`config.mk`:
```
export PLATFORM = sky130hd
export DESIGN_NAME = vptimer_multi
export DESIGN_NICKNAME = d
export VERILOG_FILES = /design/src/rtl/vptimer_pkg.sv /design/src/rtl/vptimer_chan.sv /design/src/rtl/vptimer_multi.sv
export SDC_FILE = /design/constraint.sdc
export NUM_CORES = 1
export LEC_CHECK = 0
export ABC_AREA = 1
export CORE_MARGIN = 3
export CORE_UTILIZATION = 35
export DETAILED_ROUTE_END_ITERATION = 8
export PLACE_DENSITY = 0.52
export SLEW_MARGIN = 15
export SYNTH_ARGS = -nofsm -noshare
export SYNTH_HDL_FRONTEND = slang
export SYNTH_HIERARCHICAL = 1
export SYNTH_SLANG_ARGS = --single-unit
```
`constraint.sdc`:
```
create_clock -name i_clk -period 2.2 [get_ports i_clk]
set_input_delay 0.55 -clock i_clk [delete_from_list [all_inputs] [get_ports i_clk]]
set_output_delay 0.55 -clock i_clk [all_outputs]
set_load 0.03 [all_outputs]
```
`src/rtl/vptimer_pkg.sv`:
```
// Shared definitions for the multi-channel VP1-014 style timer: register map,
// CONTROL bit positions, prescaler tock selection and read-word formatting.
package vptimer_pkg;

  localparam logic [1:0] REG_RELOAD  = 2'd0;
  localparam logic [1:0] REG_COUNTER = 2'd1;
  localparam logic [1:0] REG_CONTROL = 2'd2;
  localparam logic [1:0] REG_STATUS  = 2'd3;

  localparam int CTRL_W     = 9;
  localparam int CB_STOP    = 0;
  localparam int CB_WRAP    = 1;
  localparam int CB_EXPEN   = 2;
  localparam int CB_ONESHOT = 3;
  localparam int CB_RUN     = 4;
  localparam int CB_DIV16   = 5;
  localparam int CB_DIV4    = 6;
  localparam int CB_EXPIRY  = 7;
  localparam int CB_IRQEN   = 8;

  // Encoding is {DIV4, DIV16}
  typedef enum logic [1:0] {
    TOCK_EVERY = 2'b00,
    TOCK_PRE16 = 2'b01,
    TOCK_PRE4  = 2'b10,
    TOCK_PRE64 = 2'b11
  } tock_sel_e;

  function automatic logic tock_hit(input tock_sel_e sel, input logic [5:0] pre);
    logic hit;
    case (sel)
      TOCK_EVERY: hit = 1'b1;
      TOCK_PRE16: hit = (pre[3:0] == 4'd0);
      TOCK_PRE4:  hit = (pre[1:0] == 2'd0);
      TOCK_PRE64: hit = (pre == 6'd0);
      default:    hit = 1'b1;
    endcase
    return hit;
  endfunction

  function automatic logic [15:0] reg_word(input logic [1:0] rg, input logic [15:0] reload,
                                           input logic [15:0] counter, input logic [CTRL_W-1:0] ctrl);
    logic [15:0] word;
    case (rg)
      REG_RELOAD:  word = reload;
      REG_COUNTER: word = counter;
      REG_CONTROL: word = {7'h7f, ctrl};
      REG_STATUS:  word = {15'h0000, ctrl[CB_EXPIRY]};
      default:     word = 16'hffff;
    endcase
    return word;
  endfunction

endpackage

```
`src/rtl/vptimer_chan.sv`:
```
// One timer channel: reload, down-counter, control word and sticky expiry.
module vptimer_chan
  import vptimer_pkg::*;
#(
  parameter int CNT_W = 16,
  parameter int DW    = 16
) (
  input  logic              i_clk,
  input  logic              i_reset_n,
  input  logic              i_tick,
  input  logic [5:0]        i_pre,
  input  logic              i_wr_reload,
  input  logic              i_wr_ctrl,
  input  logic              i_wr_status,
  input  logic [DW-1:0]     i_data,
  output logic [CNT_W-1:0]  o_reload,
  output logic [CNT_W-1:0]  o_counter,
  output logic [CTRL_W-1:0] o_ctrl,
  output logic              o_irq_req
);

  logic [CNT_W-1:0]  r_reload;
  logic [CNT_W-1:0]  r_counter;
  logic [CTRL_W-1:0] r_ctrl;
  logic [CNT_W-1:0]  w_counter_nxt;
  logic [CTRL_W-1:0] w_ctrl_nxt;
  logic              w_running;
  logic              w_step;
  logic              w_expire;

  assign w_running = r_ctrl[CB_RUN] & ~r_ctrl[CB_STOP];
  assign w_step    = w_running & i_tick
                   & tock_hit(tock_sel_e'({r_ctrl[CB_DIV4], r_ctrl[CB_DIV16]}), i_pre);
  assign w_expire  = w_step & (r_counter == {CNT_W{1'b0}}) & ~r_ctrl[CB_WRAP];

  // Next counter/control; a bus write beats the tick, and W1C beats a new expiry
  always_comb begin
    w_counter_nxt = r_counter;
    w_ctrl_nxt    = r_ctrl;
    if (i_wr_ctrl) begin
      w_ctrl_nxt = i_data[CTRL_W-1:0];
      if (i_data[CB_RUN]) begin
        w_counter_nxt = r_reload;
      end else begin
        w_counter_nxt = r_counter;
      end
    end else if (!w_running) begin
      w_counter_nxt = r_reload;
    end else if (w_expire) begin
      w_counter_nxt          = (r_reload == {CNT_W{1'b0}}) ? {CNT_W{1'b1}} : r_reload;
      w_ctrl_nxt[CB_RUN]     = ~r_ctrl[CB_ONESHOT];
      w_ctrl_nxt[CB_EXPIRY]  = r_ctrl[CB_EXPIRY] | r_ctrl[CB_EXPEN];
    end else if (w_step) begin
      w_counter_nxt = r_counter - {{(CNT_W-1){1'b0}}, 1'b1};
    end else begin
      w_counter_nxt = r_counter;
    end
    if (i_wr_status && i_data[0]) begin
      w_ctrl_nxt[CB_EXPIRY] = 1'b0;
    end else begin
      w_ctrl_nxt[CB_EXPIRY] = w_ctrl_nxt[CB_EXPIRY];
    end
  end

  // Channel state registers
  always_ff @(posedge i_clk) begin
    if (!i_reset_n) begin
      r_reload  <= {CNT_W{1'b0}};
      r_counter <= {CNT_W{1'b0}};
      r_ctrl    <= {CTRL_W{1'b0}};
    end else begin
      if (i_wr_reload) begin
        r_reload <= i_data[CNT_W-1:0];
      end
      r_counter <= w_counter_nxt;
      r_ctrl    <= w_ctrl_nxt;
    end
  end

  assign o_reload  = r_reload;
  assign o_counter = r_counter;
  assign o_ctrl    = r_ctrl;
  assign o_irq_req = r_ctrl[CB_EXPIRY] & r_ctrl[CB_IRQEN];

endmodule

```
`src/rtl/vptimer_multi.sv`:
```
// Multi-channel timer top: bus decode, shared tick divider and prescaler,
// registered read mux and combined interrupt.
module vptimer_multi
  import vptimer_pkg::*;
#(
  parameter int N_CH     = 4,
  parameter int CNT_W    = 16,
  parameter int TICK_DIV = 1067,
  parameter int PRE_W    = 6,
  localparam int AW      = 2 + $clog2(N_CH)
) (
  input  logic          i_clk,
  input  logic          i_reset_n,
  input  logic          i_ce,
  input  logic          i_regwr,
  input  logic          i_regrd,
  input  logic [AW-1:0] i_addr,
  input  logic [15:0]   i_data,
  output logic [15:0]   o_data,
  output logic          o_irq
);

  localparam int CH_W  = (N_CH > 1) ? $clog2(N_CH) : 1;
  localparam int DIV_W = (TICK_DIV > 1) ? $clog2(TICK_DIV) : 1;
  localparam int DW    = (CNT_W > CTRL_W) ? CNT_W : CTRL_W;

  logic [DIV_W-1:0]  r_div;
  logic [PRE_W-1:0]  r_pre;
  logic [15:0]       r_data;
  logic              r_irq;
  logic              w_tick;
  logic [CH_W-1:0]   w_ch;
  logic              w_ch_ok;
  logic              w_wr;
  logic              w_rd;
  logic [15:0]       w_rd_data;
  logic [15:0]       w_chan_word [N_CH];
  logic [N_CH-1:0]   w_sel;
  logic [N_CH-1:0]   w_irq_req;
  logic [CNT_W-1:0]  w_reload  [N_CH];
  logic [CNT_W-1:0]  w_counter [N_CH];
  logic [CTRL_W-1:0] w_ctrl    [N_CH];

  if (AW > 2) begin : g_ch_field
    assign w_ch = i_addr[AW-1:2];
  end else begin : g_ch_zero
    assign w_ch = {CH_W{1'b0}};
  end

  assign w_ch_ok = (int'(w_ch) < N_CH);
  assign w_wr    = i_ce & i_regwr;
  assign w_rd    = i_ce & i_regrd & ~i_regwr;
  assign w_tick  = (r_div == {DIV_W{1'b0}});

  for (genvar g = 0; g < N_CH; g++) begin : g_chan
    assign w_sel[g] = w_ch_ok & (w_ch == CH_W'(g));

    vptimer_chan #(.CNT_W(CNT_W), .DW(DW)) u_chan (
      .i_clk       (i_clk),
      .i_reset_n   (i_reset_n),
      .i_tick      (w_tick),
      .i_pre       (r_pre[5:0]),
      .i_wr_reload (w_wr & w_sel[g] & (i_addr[1:0] == REG_RELOAD)),
      .i_wr_ctrl   (w_wr & w_sel[g] & (i_addr[1:0] == REG_CONTROL)),
      .i_wr_status (w_wr & w_sel[g] & (i_addr[1:0] == REG_STATUS)),
      .i_data      (i_data[DW-1:0]),
      .o_reload    (w_reload[g]),
      .o_counter   (w_counter[g]),
      .o_ctrl      (w_ctrl[g]),
      .o_irq_req   (w_irq_req[g])
    );

    assign w_chan_word[g] = reg_word(i_addr[1:0], 16'(w_reload[g]), 16'(w_counter[g]), w_ctrl[g]);
  end

  // Read mux: at most one channel is selected, so an OR of gated words is enough
  always_comb begin
    w_rd_data = 16'h0000;
    for (int c = 0; c < N_CH; c++) begin
      w_rd_data = w_rd_data | (w_sel[c] ? w_chan_word[c] : 16'h0000);
    end
    if (!w_ch_ok) begin
      w_rd_data = 16'hffff;
    end else begin
      w_rd_data = w_rd_data;
    end
  end

  // Base tick divider and shared prescaler
  always_ff @(posedge i_clk) begin
    if (!i_reset_n) begin
      r_div <= {DIV_W{1'b0}};
      r_pre <= {PRE_W{1'b0}};
    end else if (w_tick) begin
      r_div <= DIV_W'(TICK_DIV - 1);
      r_pre <= r_pre + {{(PRE_W-1){1'b0}}, 1'b1};
    end else begin
      r_div <= r_div - {{(DIV_W-1){1'b0}}, 1'b1};
    end
  end

  // Registered read data and interrupt
  always_ff @(posedge i_clk) begin
    if (!i_reset_n) begin
      r_data <= 16'h0000;
      r_irq  <= 1'b0;
    end else begin
      if (w_rd) begin
        r_data <= w_rd_data;
      end
      r_irq <= |w_irq_req;
    end
  end

  assign o_data = r_data;
  assign o_irq  = r_irq;

endmodule

```
== Word-level counts from Yosys, hierarchy flattened ==
Index checks and enable logic that the tools add are counted.
Word-level totals
  bits of input ports: 25
  bits in registers: 198
  output and inout bits: 17
Cells by class
  reductions and logical operators: 44
  eq/ne operators: 26
  add/subtract/negate cells: 6
  bitwise logic cells: 64
  multiplexer cells: 61
Operators with widths (number)
  $mux 16: 28
  $pmux 16 s4: 4
  $logic_not 16->1: 8
  $sub 16x1->16 const B: 4
  $or 16x16->16: 3
  $and 1x1->1: 43
  $eq 2x2->1 const B: 12
  $mux 1: 24
  $ne 4x3->1 const B: 4
  $pmux 1 s4: 4
  $reduce_and 2->1: 8
  $reduce_bool 2->1: 8
  $logic_not 2->1: 7
  $not 1->1: 14
  $eq 2x1->1 const B: 6
  $logic_not 11->1: 1
  $mux 11: 1
  $sub 11x1->11 const B: 1
  $reduce_or 2->1: 5
  $ne 2x2->1 const B: 4
  $add 6x1->6 const B: 1
  $logic_not 6->1: 1
  $logic_and 1x1->1: 4
  $logic_not 4->1: 1
  other kinds (2): 5

== Logic depth before layout (Yosys ltp) ==
Gate-level depths: netlist of run 1.
  word-level depth: 9
  mapped depth: 17
  mapped depth without buffers: 16

== Hierarchy ==
The synthesis of run 1 kept the hierarchy.
By module, submodules not included
  vptimer_chan: area each 2471.1 um^2, times used 4, cells an instance 336
  vptimer_multi: area each 2976.6 um^2, times used 1, cells an instance 541

== Least setup slack after synthesis of run 1 ==
OpenSTA, ideal clock, no wires.
  path kind: input to register
  start point: in i_addr[0]
  end point: reg g_chan[0].u_chan.r_counter[2]
  cell stages on the path: 11
  path slack: -0.172 ns
  library setup time: 0.122 ns
  arrival time: 2.250 ns
  cell sequence: buf_2 > nor2_4 > buf_4 > inv_1 > nor2_1 > inv_2 > nor2_1 > a21oi_4 > buf_4 > o21ai_0 > a21oi_2
Between the ends
  longest elaborated chain between the ends: 4
  elaborated cells on any way between the ends: 6
  classes of those cells: eq/ne (3); mux (1); bitwise (1); reduce/logical (1)
RTL lines
  start: declaration: line vptimer_multi.sv:17  | input logic [AW-1:0] i_addr,
  $eq 2x2->1 (*): line vptimer_multi.sv:64  | .i_wr_ctrl (w_wr & w_sel[g] & (i_addr[1:0] == REG_CONTROL)),
  $and 1x1->1 (*): line vptimer_multi.sv:64
  $ne 4x3->1 (no source line) or $ne 2x2->1 (tied branches)
  $reduce_and 2->1 (no source line)
  end signal: assignment: line vptimer_chan.sv:69  | r_counter <= {CNT_W{1'b0}};
  end signal: assignment: line vptimer_chan.sv:75  | r_counter <= w_counter_nxt;
  end: declaration: line vptimer_chan.sv:23  | logic [CNT_W-1:0] r_counter;
Every way passes the cells marked *; elsewhere a longest branch is shown, timed or not.
A chain may end at the register's enable or synchronous reset.

== Worst setup path in the final report of run 1 ==
  start point: in i_addr[2]
  end point: reg g_chan[2].u_chan.r_counter[10]
Between the ends
  longest elaborated chain between the ends: 5
  elaborated cells on any way between the ends: 7
  classes of those cells: eq/ne (3); mux (1); bitwise (2); reduce/logical (1)
RTL lines
  $eq 2x2->1 (*): line vptimer_multi.sv:56  | assign w_sel[g] = w_ch_ok & (w_ch == CH_W'(g));
  $and 1x1->1 (*) (2 in series): line vptimer_multi.sv:64
  $ne 4x3->1 (no source line) or $ne 2x2->1 (tied branches)
  $reduce_and 2->1 (no source line)
  end signal: assignment: line vptimer_chan.sv:69
  end signal: assignment: line vptimer_chan.sv:75
  end: declaration: line vptimer_chan.sv:23
Marks and branches as above.

==> reports/metrics.yaml, run 1 <==
period_minus_slack_ns: 2.07
cts_tree: "yes"
antenna_found_initial: 1
clkTransAtPathRegs_ns: 0.07
insertion_delay_ns: 0.45
drc: 0
io_pins: 42
multi_input_area_um2: 7550
path_depth: 13
clockBufferDepth: 2
viasPerCell: 5.17
async_flop_share_pct: 0
syn_inst: 1885
seq_area_um2: 3970
row_count: 69
power.density_nw_per_um2: 610
maxSlewHeadroom_pct: 68.7
required_ns: 2.58
cp.buffers_inverters: 5
end_kind: "flip-flop"
start_util_pct: 35.8
startpoint_type: "primary input"
cts_buffers: 17
clock_sinks: 198
fin_nets: 2030
cp_max_fo: 10
period_share_pct: 94.1
diodes: 0
syn-num-nets: 1921
p_leak_nw: 6.73
grt_setup_unrepaired: "false"
synth_flop_cell: "dfxtp_1"
dpl_cell_area_um2: 14600
ant_nets: 0
numPortBuffers: 41
die_h_um: 198
place_hpwl_um: 32600
outcome: "finished clean"
routabilityCongestion: 0.877
die-area_um2: 39100
hold_viol: 0
drt_iter0_markers: 1069
crit_family: "buffers and inverters"
cts_root_buffer: "clkbuf_16"
grt_pass1_vias: 12100
drv_cap: 0
critPathMaxStageDelay_ns: 0.53
arrival_ns: 2.45
postCtsHoldBufs: 0
grt_overflow: 0
ys_warn_count: 6
vias: 12800
wl_per_cell_um: 17.6
grt_pass1_wl_um: 68100
hold_end: "r_div[0]"
synth_area_um2: 12900
fillers: 3718
core_area_um2: 35900
finClkSkew_ns: 0.0146
min_path_cells: 1
maxSlewViolCount: 0
worstHoldStart: "r_div[0]"
path_cells: "clkdlybuf4s50_1, inv_1, nand2_1, clkinv_1, nand2_2, nor2_4, nor2_4, buf_4, nand2_8, buf_12, nand3_2, nand3_2, a21oi_2"
die_w_um: 198
setup_ws_ns: 0.131
max_freq_mhz: 483
grtUsageTotal_pct: 22.3
synth_seq_cells: 198
synth_edf_count: 0
reg2reg_setup_slack_ns: 0.18
r2r-start: "r_div[6]"
syn2layout_area_growth_pct: 18.6
yosysUniqueCellTypes: 40
cts_max_level: 4
reg2reg_depth: 16
setup_viol: 0
slowest_stage: "clkdlybuf4s50_1"
firstDrtPassIters: 5
preCtsSetupSlack_ns: -0.317
r2r-end: "g_chan[2].u_chan/o_counter[10]"
seq_area_frac_synth_pct: 30.8
fin_area_um2: 15300
worst_pin_slew_ns: 0.469
min_path_type: "reg2reg"
vdd_drop_max_v: 0.000550
drive_gt1_share_pct: 21.0
drt_wl_total_um: 43400
grt_max_degree: 35
syn_avg_cell_area_um2: 6.82
critPathKind: "in2reg"
-- power by group --
group | switching (mW) | total [mW] | internal [mW]
Clock | 1.53 | 3.03 | 1.50
Combinational | 1.42 | 2.34 | 0.922
Sequential | 0.170 | 3.93 | 3.76
-- cell type report --
cell class	count	area share (%)
clock inverters	12	0.632
flip-flops and latches	198	26.0
multi-input cells	1368	49.5
well taps	461	3.78
clock buffers	20	2.93
inverters	238	5.87
repair buffers	171	11.3
-- metrics by stage --
stage	power, mW	cells	setup TNS [ns]	hold slack, ns	util (%)
5_1_grt	9.82	2468	0	0.442	42.5
2_1_floorplan	5.44	1885	-0.740	0.393	-
3_3_place_gp	6.26	2430	-26.74	0.414	40.6
4_1_cts	9.32	2462	0	0.439	42.1
6_report	9.31	2468	0	0.421	42.5
3_5_place_dp	6.28	2430	-27.72	0.428	40.6
-- flip-flops by register name (all words and copies together), names as in the netlist --
signal	cells
o_irq	1
o_data	16
g_chan.u_chan/o_counter	64
r_div	11
r_pre	6
g_chan.u_chan/o_ctrl	36
g_chan.u_chan/o_reload	64
-- worst max-delay path by stage --
stage                     startpoint                              to  slack (ns)
final                      i_addr[2]  g_chan[2].u_chan/o_counter[10]        0.13
after global routing        r_div[6]  g_chan[0].u_chan/o_counter[12]       0.005
after CTS                   r_div[9]  g_chan[3].u_chan/o_counter[11]        0.05
after detailed placement   i_addr[2]   g_chan[2].u_chan/o_counter[7]       -0.32
after global placement     i_addr[2]   g_chan[2].u_chan/o_counter[7]       -0.33
after floorplan            i_addr[0]   g_chan[0].u_chan/o_counter[2]       -0.05
-- what timing repair did --
item | CTS | global route
setup endpoints to repair | 0 | 67
buffers inserted | 0 | 5
endpoints found under the hold margin | 0 | 0
gates resized for setup | 0 | 23
-- metal layers --
| layer | vias up | GRT usage, % | wire length, um |
|---|---|---|---|
| met5 | - | 0 | 13 |
| met4 | 2 | 7.00 | 1040 |
| met3 | 60 | 2.93 | 2050 |
| met2 | 333 | 34.8 | 19000 |
| met1 | 5999 | 31.9 | 21200 |
| li1 | 6365 | - | - |
-- placed cells by master (no fill, tap or decap), drive strengths merged --
cell type	synthesis	routed
a21boi	1	1
a21oi	175	175
a31oi	5	5
and2	4	4
buf	40	130
clkbuf	41	21
clkdlybuf4s50	0	39
clkinv	3	8
clkinvlp	0	3
dfxtp	198	198
dlymetal6s2s	0	1
ha	11	11
inv	235	239
nand2	407	407
nand3	259	259
nand3b	4	4
nand4	29	29
nor2	231	231
nor3	1	1
nor4	1	1
o211ai	17	17
o21ai	177	177
o21bai	2	2
or2	6	6
xnor2	6	6
xor2	32	32
-- logic make-up (layout without fill, tap and decap cells) --
group	Yosys count	after routing	share of synthesized area, %
compound gates	377	377	17.0
xor+xnor	38	38	2.59
fa+ha+maj	11	11	1.07
buf+inv	319	441	10.9
flops	198	198	30.8
simple gates	942	942	37.7
-- cells in the mapped netlist, drive strengths merged (5+ instances only) --
master / n / area [um2]
nor2: 231 / 1200
nand2: 407 / 1730
a31oi: 5 / 31.3
nand4: 29 / 181
inv: 235 / 882
buf: 40 / 352
dfxtp: 198 / 3960
o211ai: 17 / 128
xnor2: 6 / 52.6
nand3: 259 / 1630
clkbuf: 41 / 154
ha: 11 / 138
o21ai: 177 / 916
or2: 6 / 37.5
a21oi: 175 / 1090
xor2: 32 / 280
(Power assumes the default switching activity.)
==> run 2: changes to the inputs <==
CORE_MARGIN = 4   (was 3)
MAX_ROUTING_LAYER = met4   (was not set)
==> run 2 against run 1 <==
  * Cell area is 0.62% higher
  * Count of clock-buffer cells in the layout fell by 1
  * Die area grew 2.0%
  * Setup slack got worse by 0.052 ns
  * Sequential power is essentially flat
  * Combinational power is essentially flat
  * Flip-flop and latch count unchanged
  * Critical path type is now reg2out
  * Largest cell class unchanged
==> reports/metrics.yaml, run 2 (synthesis gave the netlist of run 1 again) <==
ant_nets: 0  # unchanged
routabilityCongestion: 0.934  # +6.5%
cp_max_fo: 2  # -8
syn2layout_area_growth_pct: 19.3
startpoint_type: "flip-flop"
clock_sinks: 198  # unchanged
vdd_drop_max_v: 0.000452  # -18%
fin_tns_setup_ns: 0  # unchanged
cts_max_level: 4  # unchanged
antenna_found_initial: 1  # unchanged
worst_pin_slew_ns: 0.514  # +0.0452 ns
p_leak_nw: 6.80  # +1.0%
required_ns: 1.65  # -0.93 ns
min_path_type: "reg2reg"
critPathMaxStageDelay_ns: 0.71  # +0.18 ns
postCtsHoldBufs: 0  # unchanged
grt_pass1_vias: 12400  # +2.1%
viasPerCell: 5.22  # +0.91%
die-area_um2: 39900  # +2.0%
vias: 12900  # +1.2%
row_count: 69  # unchanged
slowest_stage: "clkdlybuf4s50_1"
cts_tree: "yes"
cts_root_buffer: "clkbuf_16"
maxSlewHeadroom_pct: 65.7  # -3.0 points
grt_pass1_wl_um: 69500  # +2.2%
dpl_cell_area_um2: 14500  # -0.55%
insertion_delay_ns: 0.45  # about the same
final_common_cell: "nand2_1"
setup_viol: 0  # unchanged
crit_family: "buffers and inverters"
io_pins: 42  # unchanged
setup_ws_ns: 0.0783  # -0.0525 ns
grt_overflow: 0  # unchanged
drt_iter0_markers: 1037  # -3.0%
finClkSkew_ns: 0.0156  # +0.00106 ns
multi_input_area_um2: 7590  # +0.55%
critPathKind: "reg2out"
finalCoreUtilization_pct: 42.7  # +0.26 points
period_share_pct: 96.4  # +2.4 points
clkTransAtPathRegs_ns: 0.08  # about the same
placed_cells: 2431  # +0.041%
place_hpwl_um: 33400  # +2.6%
diodes: 0  # unchanged
die_h_um: 200  # +1.0%
wl_per_cell_um: 17.9  # +2.1%
fin_area_um2: 15300  # +0.62%
cp.buffers_inverters: 1  # -4
fin_nets: 2037  # +0.34%
core_area_um2: 35900  # unchanged
final_cells: 2475  # +0.28%
max_freq_mhz: 471  # -2.5%
grt_max_degree: 46  # +31%
outcome: "finished clean"
seq_area_um2: 3960  # about the same
preCtsSetupSlack_ns: -0.368  # -0.0505 ns
grtUsageTotal_pct: 22.8  # +0.55 points
clockBufferDepth: 2  # unchanged
end_kind: "primary output"
period_minus_slack_ns: 2.12  # +0.0525 ns
maxSlewViolCount: 0  # unchanged
power.density_nw_per_um2: 622  # +1.9%
path_cells: "clkdlybuf4s50_1"
drive_gt1_share_pct: 21.3  # +0.27 points
hold_ws_ns: 0.439  # +0.0182 ns
numPortBuffers: 41  # unchanged
drt_wl_total_um: 44400  # +2.4%
final_cell_mix: "373 x nand2_1, 199 x nand3_1, 198 x dfxtp_1"
start_util_pct: 35.8  # unchanged
hold_viol: 0  # unchanged
drc: 0  # unchanged
p_total_mw: 9.54  # +2.5%
die_w_um: 200  # +1.0%
firstDrtPassIters: 5  # unchanged
fillers: 3790  # +1.9%
cts_buffers: 17  # unchanged
drv_cap: 0  # unchanged
arrival_ns: 1.57  # -0.88 ns
## run 2: what timing repair did
item / CTS / global route
gates resized for setup: 1 / 26
cloned: 0 / 4
buffers inserted: 0 / 8
hold endpoints to repair: 0 / 0
setup endpoints to repair: 2 / 65
pin swaps: 0 / 6
## run 2: per-layer routing
layer  up-vias  track usage, %  part of all wire, %
li1       6390               -                    -
met1      6117            32.3                   49
met2       363            34.9                   44
met3        42            3.09                  5.5
met4         0            4.78                  1.8
met5         -               -                    0
## run 2: cell type report
cell class,instances,share of cell area (%)
Clock inverter,13,0.897
Multi-Input combinational cell,1370,49.5
Timing Repair Buffer,176,11.3
Clock buffer,19,2.95
Sequential cell,198,25.8
Inverter,238,5.84
Tap cell,461,3.76
## run 2: final timing paths
path / from / to / slack (ns) / depth (start not counted)
max: o_data[4] / o_data[4] / 0.08 / 1
min: r_div[0] / r_div[0] / 0.44 / 1
max reg2reg: r_div[8] / g_chan[2].u_chan/o_counter[5] / 0.13 / 16
min reg2reg: r_div[0] / r_div[0] / 0.44 / 1
## run 2: report_power, final
group | total, mW | switching (mW) | internal, mW | leakage, nW
logic | 2.36 | 1.42 | 0.936 | 4.90
registers | 3.93 | 0.178 | 3.76 | 1.60
clock network | 3.25 | 1.58 | 1.67 | 0.291
total | 9.54 | 3.18 | 6.36 | 6.80
## run 2: worst register-to-register path: stages, from the launching register on
cell     delay, ns
dfxtp_1       0.32
nor2_2        0.13
nand2_1       0.09
nor2_2        0.12
nand2_1       0.08
inv_2         0.07
buf_12        0.11
inv_1         0.05
nor2_2        0.10
nand2_2       0.09
inv_2         0.07
nand2_4       0.07
a21oi_4       0.17
buf_12        0.15
buf_4         0.16
nand3_1       0.10
a21oi_2       0.11
